[config.mk]
export PLATFORM = sky130hd
export DESIGN_NAME = usrmux_stream_nch
export DESIGN_NICKNAME = d
export VERILOG_FILES = /design/src/rtl/usrmux_pkg.sv /design/src/rtl/usrmux_rr_arb.sv /design/src/rtl/usrmux_stream_nch.sv
export SDC_FILE = /design/constraint.sdc
export NUM_CORES = 1
export LEC_CHECK = 0
export CORE_AREA = 3 3 133 135
export CTS_BUF_LIST = sky130_fd_sc_hd__clkbuf_16
export CTS_CLUSTER_SIZE = 24
export DETAILED_ROUTE_END_ITERATION = 8
export DIE_AREA = 0 0 136 138
export GPL_TIMING_DRIVEN = 0
export PLACE_DENSITY = 0.67
export SLEW_MARGIN = 20
export SYNTH_ARGS = -nofsm -noshare
export SYNTH_HDL_FRONTEND = slang
export SYNTH_SLANG_ARGS = --single-unit
[constraint.sdc]
create_clock -name clk -period 4.45 [get_ports clk]
set_clock_uncertainty 0.15 [all_clocks]
set_input_delay 1.1125 -clock clk [delete_from_list [all_inputs] [get_ports clk]]
set_output_delay 1.1125 -clock clk [all_outputs]
set_load 0.01 [all_outputs]
[src/rtl/usrmux_pkg.sv]
`default_nettype none
// ============================================================================
//  Module   : usrmux_pkg
//  Purpose  : Shared constants and types for the N-channel stream multiplexer.
//             MODE_SELECT / MODE_RR encode the mode input; state_t is the
//             packet-lock state of the arbiter FSM.
//  Revision : 1.0  initial release
// ============================================================================
package usrmux_pkg;

    localparam logic MODE_SELECT = 1'b0;
    localparam logic MODE_RR     = 1'b1;

    typedef enum logic [0:0] {
        ST_IDLE   = 1'b0,
        ST_LOCKED = 1'b1
    } state_t;

endpackage
`default_nettype wire

[src/rtl/usrmux_rr_arb.sv]
`default_nettype none
// ============================================================================
//  Module   : usrmux_rr_arb
//  Purpose  : Combinational rotate-priority arbiter. Grants the first
//             requesting channel found scanning i_ptr, i_ptr+1, ... mod NCH.
//  Ports    : i_req     NCH   request per channel
//             i_ptr     SELW  highest-priority channel (must be < NCH)
//             o_gnt     SELW  granted channel (0 when nothing granted)
//             o_gnt_vld 1     a request was found
//  Revision : 1.0  initial release
// ============================================================================
module usrmux_rr_arb #(
    parameter  int NCH  = 4,
    localparam int SELW = $clog2(NCH)
) (
    input  logic [NCH-1:0]  i_req,
    input  logic [SELW-1:0] i_ptr,
    output logic [SELW-1:0] o_gnt,
    output logic            o_gnt_vld
);

    always_comb begin
        int              v_idx;
        logic [SELW-1:0] v_sel;
        o_gnt     = '0;
        o_gnt_vld = 1'b0;
        v_idx     = 0;
        v_sel     = '0;
        // Walk from the farthest offset back toward i_ptr so that the
        // requester nearest the pointer is the one left standing.
        for (int k = NCH - 1; k >= 0; k--) begin
            v_idx = int'(i_ptr) + k;
            if (v_idx >= NCH) begin
                v_idx = v_idx - NCH;
            end
            v_sel = SELW'(v_idx);
            if (i_req[v_sel]) begin
                o_gnt     = v_sel;
                o_gnt_vld = 1'b1;
            end
        end
    end

endmodule
`default_nettype wire

[src/rtl/usrmux_stream_nch.sv]
`default_nettype none
// ============================================================================
//  Module   : usrmux_stream_nch
//  Purpose  : NCH-input packet-aware stream multiplexer, valid/ready on both
//             sides, registered output. SELECT mode passes channel sel,
//             ROUND_ROBIN mode rotates between valid channels. A grant is held
//             from the first beat of a packet until its last beat.
//  Ports    : clk, rst (sync, active high)
//             mode, sel                      channel selection control
//             in_valid/in_data/in_last/in_ready   NCH input streams
//             out_valid/out_data/out_last/out_ch/out_ready   output stream
//  Revision : 1.0  initial release
// ============================================================================
module usrmux_stream_nch
    import usrmux_pkg::*;
#(
    parameter  int WIDTH = 64,
    parameter  int NCH   = 4,
    localparam int SELW  = $clog2(NCH)
) (
    input  logic                   clk,
    input  logic                   rst,
    input  logic                   mode,
    input  logic [SELW-1:0]        sel,
    input  logic [NCH-1:0]         in_valid,
    input  logic [NCH*WIDTH-1:0]   in_data,
    input  logic [NCH-1:0]         in_last,
    output logic [NCH-1:0]         in_ready,
    output logic                   out_valid,
    output logic [WIDTH-1:0]       out_data,
    output logic                   out_last,
    output logic [SELW-1:0]        out_ch,
    input  logic                   out_ready
);

    localparam int c_NPAD = 1 << SELW;

    state_t            r_state;
    logic [SELW-1:0]   r_lock_ch;
    logic [SELW-1:0]   r_rr_ptr;

    logic [SELW-1:0]   w_rr_gnt;
    logic              w_rr_vld;
    logic [SELW-1:0]   w_gnt;
    logic              w_gnt_vld;
    logic              w_adv;
    logic              w_take;
    logic [c_NPAD-1:0] w_valid_pad;
    logic [WIDTH-1:0]  w_gnt_data;
    logic              w_gnt_last;
    logic [SELW-1:0]   w_rr_next;

    usrmux_rr_arb #(
        .NCH (NCH)
    ) u_rr_arb (
        .i_req     (in_valid),
        .i_ptr     (r_rr_ptr),
        .o_gnt     (w_rr_gnt),
        .o_gnt_vld (w_rr_vld)
    );

    // Pad valid to the full sel range: an out-of-range sel reads a zero and
    // therefore grants nothing.
    always_comb begin
        w_valid_pad          = '0;
        w_valid_pad[NCH-1:0] = in_valid;
    end

    always_comb begin
        w_gnt     = '0;
        w_gnt_vld = 1'b0;
        if (r_state == ST_LOCKED) begin
            w_gnt     = r_lock_ch;
            w_gnt_vld = w_valid_pad[r_lock_ch];
        end else if (mode == MODE_SELECT) begin
            w_gnt     = sel;
            w_gnt_vld = w_valid_pad[sel];
        end else begin
            w_gnt     = w_rr_gnt;
            w_gnt_vld = w_rr_vld;
        end
    end

    assign w_adv  = ~out_valid | out_ready;
    assign w_take = w_adv & w_gnt_vld & ~rst;

    // Compare-select mux: only the granted lane can reach the output
    // register, other lanes' data/last never propagate.
    always_comb begin
        w_gnt_data = '0;
        w_gnt_last = 1'b0;
        for (int k = 0; k < NCH; k++) begin
            if (w_gnt == SELW'(k)) begin
                w_gnt_data = in_data[k*WIDTH +: WIDTH];
                w_gnt_last = in_last[k];
            end
        end
    end

    generate
        for (genvar k = 0; k < NCH; k++) begin : g_ready
            assign in_ready[k] = w_take & (w_gnt == SELW'(k));
        end
    endgenerate

    assign w_rr_next = (w_gnt == SELW'(NCH - 1)) ? '0 : w_gnt + 1'b1;

    always_ff @(posedge clk) begin
        if (rst) begin
            r_state   <= ST_IDLE;
            r_lock_ch <= '0;
            r_rr_ptr  <= '0;
            out_valid <= 1'b0;
            out_data  <= '0;
            out_last  <= 1'b0;
            out_ch    <= '0;
        end else begin
            if (w_adv) begin
                out_valid <= w_take;
                if (w_take) begin
                    out_data <= w_gnt_data;
                    out_last <= w_gnt_last;
                    out_ch   <= w_gnt;
                end
            end
            if (w_take) begin
                if ((r_state == ST_IDLE) && !w_gnt_last) begin
                    r_state   <= ST_LOCKED;
                    r_lock_ch <= w_gnt;
                end else if ((r_state == ST_LOCKED) && w_gnt_last) begin
                    r_state <= ST_IDLE;
                end
                if (w_gnt_last && (mode == MODE_RR)) begin
                    r_rr_ptr <= w_rr_next;
                end
            end
        end
    end

endmodule
`default_nettype wire

# Word-level counts from Yosys, hierarchy flattened
# Index checks and enable logic that the tools add are counted.
# W data, S select, Z words.
# totals
register_bits,73
input_bits,270
out_inout_bits,72
# op_classes
n_addsub,8
order_cmp,10
eq_ne,3
muxes,39
bitwise,10
reduce_logical,10
# ops
operator,n
$mux W64,4
$mux W2,11
$lt A2 B3 Y1 const B,6
$mux W1,18
$bmux W1 S2,6
$ge A3 B3 Y1 const B,3
$reduce_and A2 Y1,4
$sub A2 B1 Y2 const B,4
$add A2 B2 Y3 const B,2
$and A1 B1 Y1,6
$eq A2 B2 Y1 const B,2
$add A2 B1 Y3 const B,1
$ge A2 B3 Y1 const B,1
$logic_and A1 B1 Y1,3
$not A1 Y1,3
$add A2 B1 Y2 const B,1
$eq A2 B1 Y1 const B,1
$logic_not A2 Y1,1
$reduce_bool A2 Y1,1
$logic_not A1 Y1,1
$or A1 B1 Y1,1

# Depth between registers and ports, before layout
# logic_depth
depth_word,20
mapped_depth,13

# By module
# Synthesis repeated with hierarchy kept, for this count alone.
# unflattened
cells_unflattened,600
hier_area_um2,4511.8
# by_module_without_submodules
mod,instances,cells_each,area_per_inst_um2,seq_area_each_um2
usrmux_stream_nch,1,587,4434.3,1461.4
usrmux_rr_arb,1,13,77.6,0.0

# Worst setup path before layout
# No wires, ideal clock.
# synth_timing
path_kind,input to output
from,input port in_valid[1]
to,output port in_ready[3]
arrival_ps,2862
t_required_ps,3188
slack_ps,325
path_stages,9
cell_sequence,a21o_1 a211o_1 a21o_1 inv_1 ha_1 clkbuf_1 clkbuf_1 clkbuf_1 and2_1
# synth_rtl
element,line_no,source
start: declaration,usrmux_stream_nch.sv:25,"input logic [NCH-1:0] in_valid,"
$bmux W1 S2,usrmux_rr_arb.sv:37,if (i_req[v_sel]) begin
$mux W1 (implied by the code),usrmux_rr_arb.sv:37,
$mux W2 (3 in a row),usrmux_rr_arb.sv:37,
$mux W2 *,usrmux_rr_arb.sv:37,
$mux W2 *,usrmux_stream_nch.sv:75,end else if (mode == MODE_SELECT) begin
$mux W2 *,usrmux_stream_nch.sv:72,if (r_state == ST_LOCKED) begin
named net w_gnt[1],usrmux_stream_nch.sv:44,logic [SELW-1:0] w_gnt;
$eq A2 B2 Y1 *,usrmux_stream_nch.sv:102,assign in_ready[k] = w_take & (w_gnt == SELW'(k));
$and A1 B1 Y1 *,usrmux_stream_nch.sv:102,
end: declaration,usrmux_stream_nch.sv:28,"output logic [NCH-1:0] in_ready,"
# The timed path passes the listed nets; every way through them passes the cells marked *. The select of a mux whose other input is x is not followed.

# Worst setup path after layout
# layout_timing
from,input port in_valid[2]
to,output port in_ready[3]
# Same word-level chain as after synthesis.

==> summary.md <==
| Metric | Value |
|---|---|
| GP Congestion | 0.873 |
| Multi-input logic area | about 2700 sq um |
| Slew Viols, Final | 0 |
| Drt drc | 0 |
| RR Startpoint | r_rr_ptr[1] |
| Number of buffers added on ports | 341 |
| Post-synthesis mux area share | 0.0185 |
| DR vias | ~5900 |
| Antenna-violating nets left | 0 |
| GRT Util Overall | 0.225 |
| Post-synth net total | 866 |
| Number of synthesized flops with an enable pin | 0 |
| Placed cell count | approximately 1200 |
| Root Driver | clkbuf_16 |
| Fin crit share | 0.984 |
| Path type of the worst setup path | in -> out |
| Adder-Cell Fraction of Synth Area | 0.0111 |
| Worst path required time | 3190 ps |
| Num CTS Buffers | 9 |
| Fmax | 0.228 GHz |
| I/O pin count | around 340 |
| FILL cells | 1655 |
| Finished Layout Cells | 1164 |
| Synth Flop Type | dfxtp_1 |
| Die W | 136 um |
| First-pass GRT wire length | 32.7 mm |
| Starting Density | 0.273 |
| Final nets | 1215 |
| Clk Latency, worst-skew pair | around 330 ps |
| CTS Hold Bufs | 0 |
| # clock sinks | 73 |
| CTS Buffer Depth | 2 |
| Simple-Gate Fraction of Synth Area | 0.267 |
| Total of warnings raised by yosys | 0 |
| CP Capture Point | in_ready[3] |
| Distinct cell type count after synthesis | 42 |
| Area of the core | approximately 17000 sq um |
| Mapped cell area | 4530 sq um |
| CP startpoint | in_valid[2] |
| Final Hold Vio Count | 0 |
| Max-cap violations | 0 |
| Outcome | finished, final reports clean |
| CP max FO | 10 |
| Worst reg-to-reg setup slack | 980 ps |
| CP startpoint kind | input pin |
| Initial detailed-routing violation count | 258 |
| Ant. Diodes | 0 |
| H-tree lvl count | 3 |
| VDD IR max | 0.176 mV |
| Wire per inst | 19.2 um |
| Setup WS post-layout | 70.1 ps |
| HP Class | reg -> reg |
| Worst EP arrival | 3120 ps |
| Post-synthesis sequential element count | between 70 and 80 |
| Largest family of logic cells by synthesized area | compound AO/OA/AOI/OAI gates |
| Least-Margin Pin Slew | 798 ps |
| Via density | between 5 and 6 |
| Die area | 18800 sq um |
| WL final | 22.3 mm |
| Post-CTS Setup Bufs | 0 |
| Leakage | 3.04 nW |
| Vias in the first global route | between 5000 and 6000 |
| RR Endpoint | out_data[18] |
| Area Growth Syn to Fin | 88.1% |
| DIE HEIGHT | 138 um |
| Synth Area in XOR/XNOR | 0 |
| Largest net degree at the start of global routing | 20 |
| Share of layout cells above drive strength 1 | 0.0403 |
| Setup WS pre-CTS | -1310 ps |
| Flip-flop and latch area | 1460 sq um |
| Initial antenna violation count | 1 |
| Register-to-Register Path Depth | 13 |
| Slew HR | 0.468 |
| Clk slew on worst S/H paths | 50 ps |
| Post-DP HPWL | 17.8 mm |
| Tmin final | 4380 ps |
| Post-synthesis sequential area ratio | 0.323 |
| CP Capture Type | output pin |
| Finish-stage setup viols | 0 |
| Synth Area in Compound Gates | 0.305 |
| Placement Rows | 47 |
| Grt total ovfl | 0 |
| Post-Syn Instances | a little under 600 |
| 1st-pass router iterations | 4 |
| Syn Area/Cell | 7.65 sq um |
| CTS tree | yes |
| RSZ-0062 raised after global routing | false |
| Ys async rst share | 0 |
| Pwr Density | 378 nW/um^2 |
how the worst min path moves through the flow:
stage / cells after the start / startpoint / to / slack, ps
after floorplan: 2 / r_lock_ch[1] / r_lock_ch[1] / 310
after global placement: 2 / out_data[5] / out_data[5] / 300
after detailed placement: 2 / out_data[11] / out_data[11] / 300
after CTS: 2 / out_data[47] / out_data[47] / 310
after global routing: 2 / out_data[5] / out_data[5] / 320
final: 2 / out_data[17] / out_data[17] / 310
placed cells by master, fill, tap and decap left out, types with 9 or more instances in the layout:
master / netlist / layout
clkdlybuf4s50_1: 0 / 331
dfxtp_1: 73 / 73
a21oi_1: 69 / 69
nor2b_1: 66 / 66
nand3_1: 65 / 65
a221oi_1: 63 / 63
nor3_1: 63 / 63
clkbuf_1: 50 / 43
o21ai_1: 39 / 39
o21ai_0: 28 / 28
clkbuf_16: 0 / 10
dlygate4sd2_1: 0 / 9
cell families after synthesis:
logic type | after synthesis
AO/OA/AOI/OAI | 216
AND/OR/NAND/NOR | 221
buffers and inverters | 71
flip-flops | 73
adder cells (fa/ha/maj) | 4
multiplexers | 7
Yosys cell counts (2+ instances only):
library cell | number | area [sq um]
nand3_1 | 65 | 325
o21ai_0 | 28 | 140
a21oi_1 | 69 | 345
inv_1 | 5 | 18.8
mux2i_1 | 5 | 50.1
buf_8 | 2 | 30.0
clkbuf_2 | 5 | 25.0
clkbuf_1 | 50 | 188
a211oi_1 | 2 | 15.0
o21ai_1 | 39 | 195
nor2b_1 | 66 | 413
dfxtp_1 | 73 | 1460
a21o_1 | 4 | 30.0
nand2b_1 | 3 | 18.8
buf_2 | 2 | 10.0
nor3_1 | 63 | 315
nor2_1 | 3 | 11.3
and3_1 | 4 | 25.0
ha_1 | 4 | 50.1
nand3b_1 | 2 | 15.0
a221oi_1 | 63 | 552
nand2_1 | 7 | 26.3
buf_6 | 6 | 67.6
and2_1 | 4 | 25.0
registers in the layout (all words and copies together) (netlist names):
signal     count
out_ch         2
out_data      64
out_last       1
out_valid      1
r_lock_ch      2
r_rr_ptr       2
r_state        1
metrics by stage:
step | setup TNS, ps | hold WS, ps | total power [mW] | utilization | cell area (sq um)
after floorplan | 0 | 312 | 1.74 | - | 4530
after global placement | -11800 | 296 | 2.59 | 0.495 | 8220
after detailed placement | -14150 | 301 | 2.60 | 0.495 | 8220
after CTS | 0 | 308 | 3.26 | 0.513 | 8510
after global routing | 0 | 324 | 3.44 | 0.514 | 8520
final | 0 | 305 | 3.22 | 0.514 | 8520
worst max-delay path, stage by stage:
cell and delay, ps:
dlygate4sd2_1 290, mux2i_1 140, o221ai_1 130, o2bb2ai_1 250
mux2_4 250, ha_4 170, clkbuf_8 180, clkbuf_8 180
and2_1 120, dlygate4sd2_1 280
cell type report:
class,instances,area share
plain buffers,63,0.0432
clock buffers,9,0.0264
clock inverters,5,0.00220
inverters,5,0.00220
multi-input cells,448,0.323
flip-flops and latches,73,0.172
well taps,220,0.0323
repair buffers,341,0.399
metal layers:
layer,GRT usage,part of all wire
met1,0.262,0.41
met2,0.400,0.50
met3,0.0640,0.078
met4,0.0626,0.016
met5,0,0.00076
report_power, final:
group          total, mW  switching (mW)  internal [mW]
clock network      0.620           0.259          0.361
logic               1.70           0.828          0.868
registers          0.904          0.0853          0.819
total               3.22            1.17           2.05
what timing repair did:
action                                  4_1_cts  5_1_grt
gates resized for setup                      27        4
endpoints found under the setup margin        4        3
pin swaps                                     1        0
(Power assumes the default switching activity.)
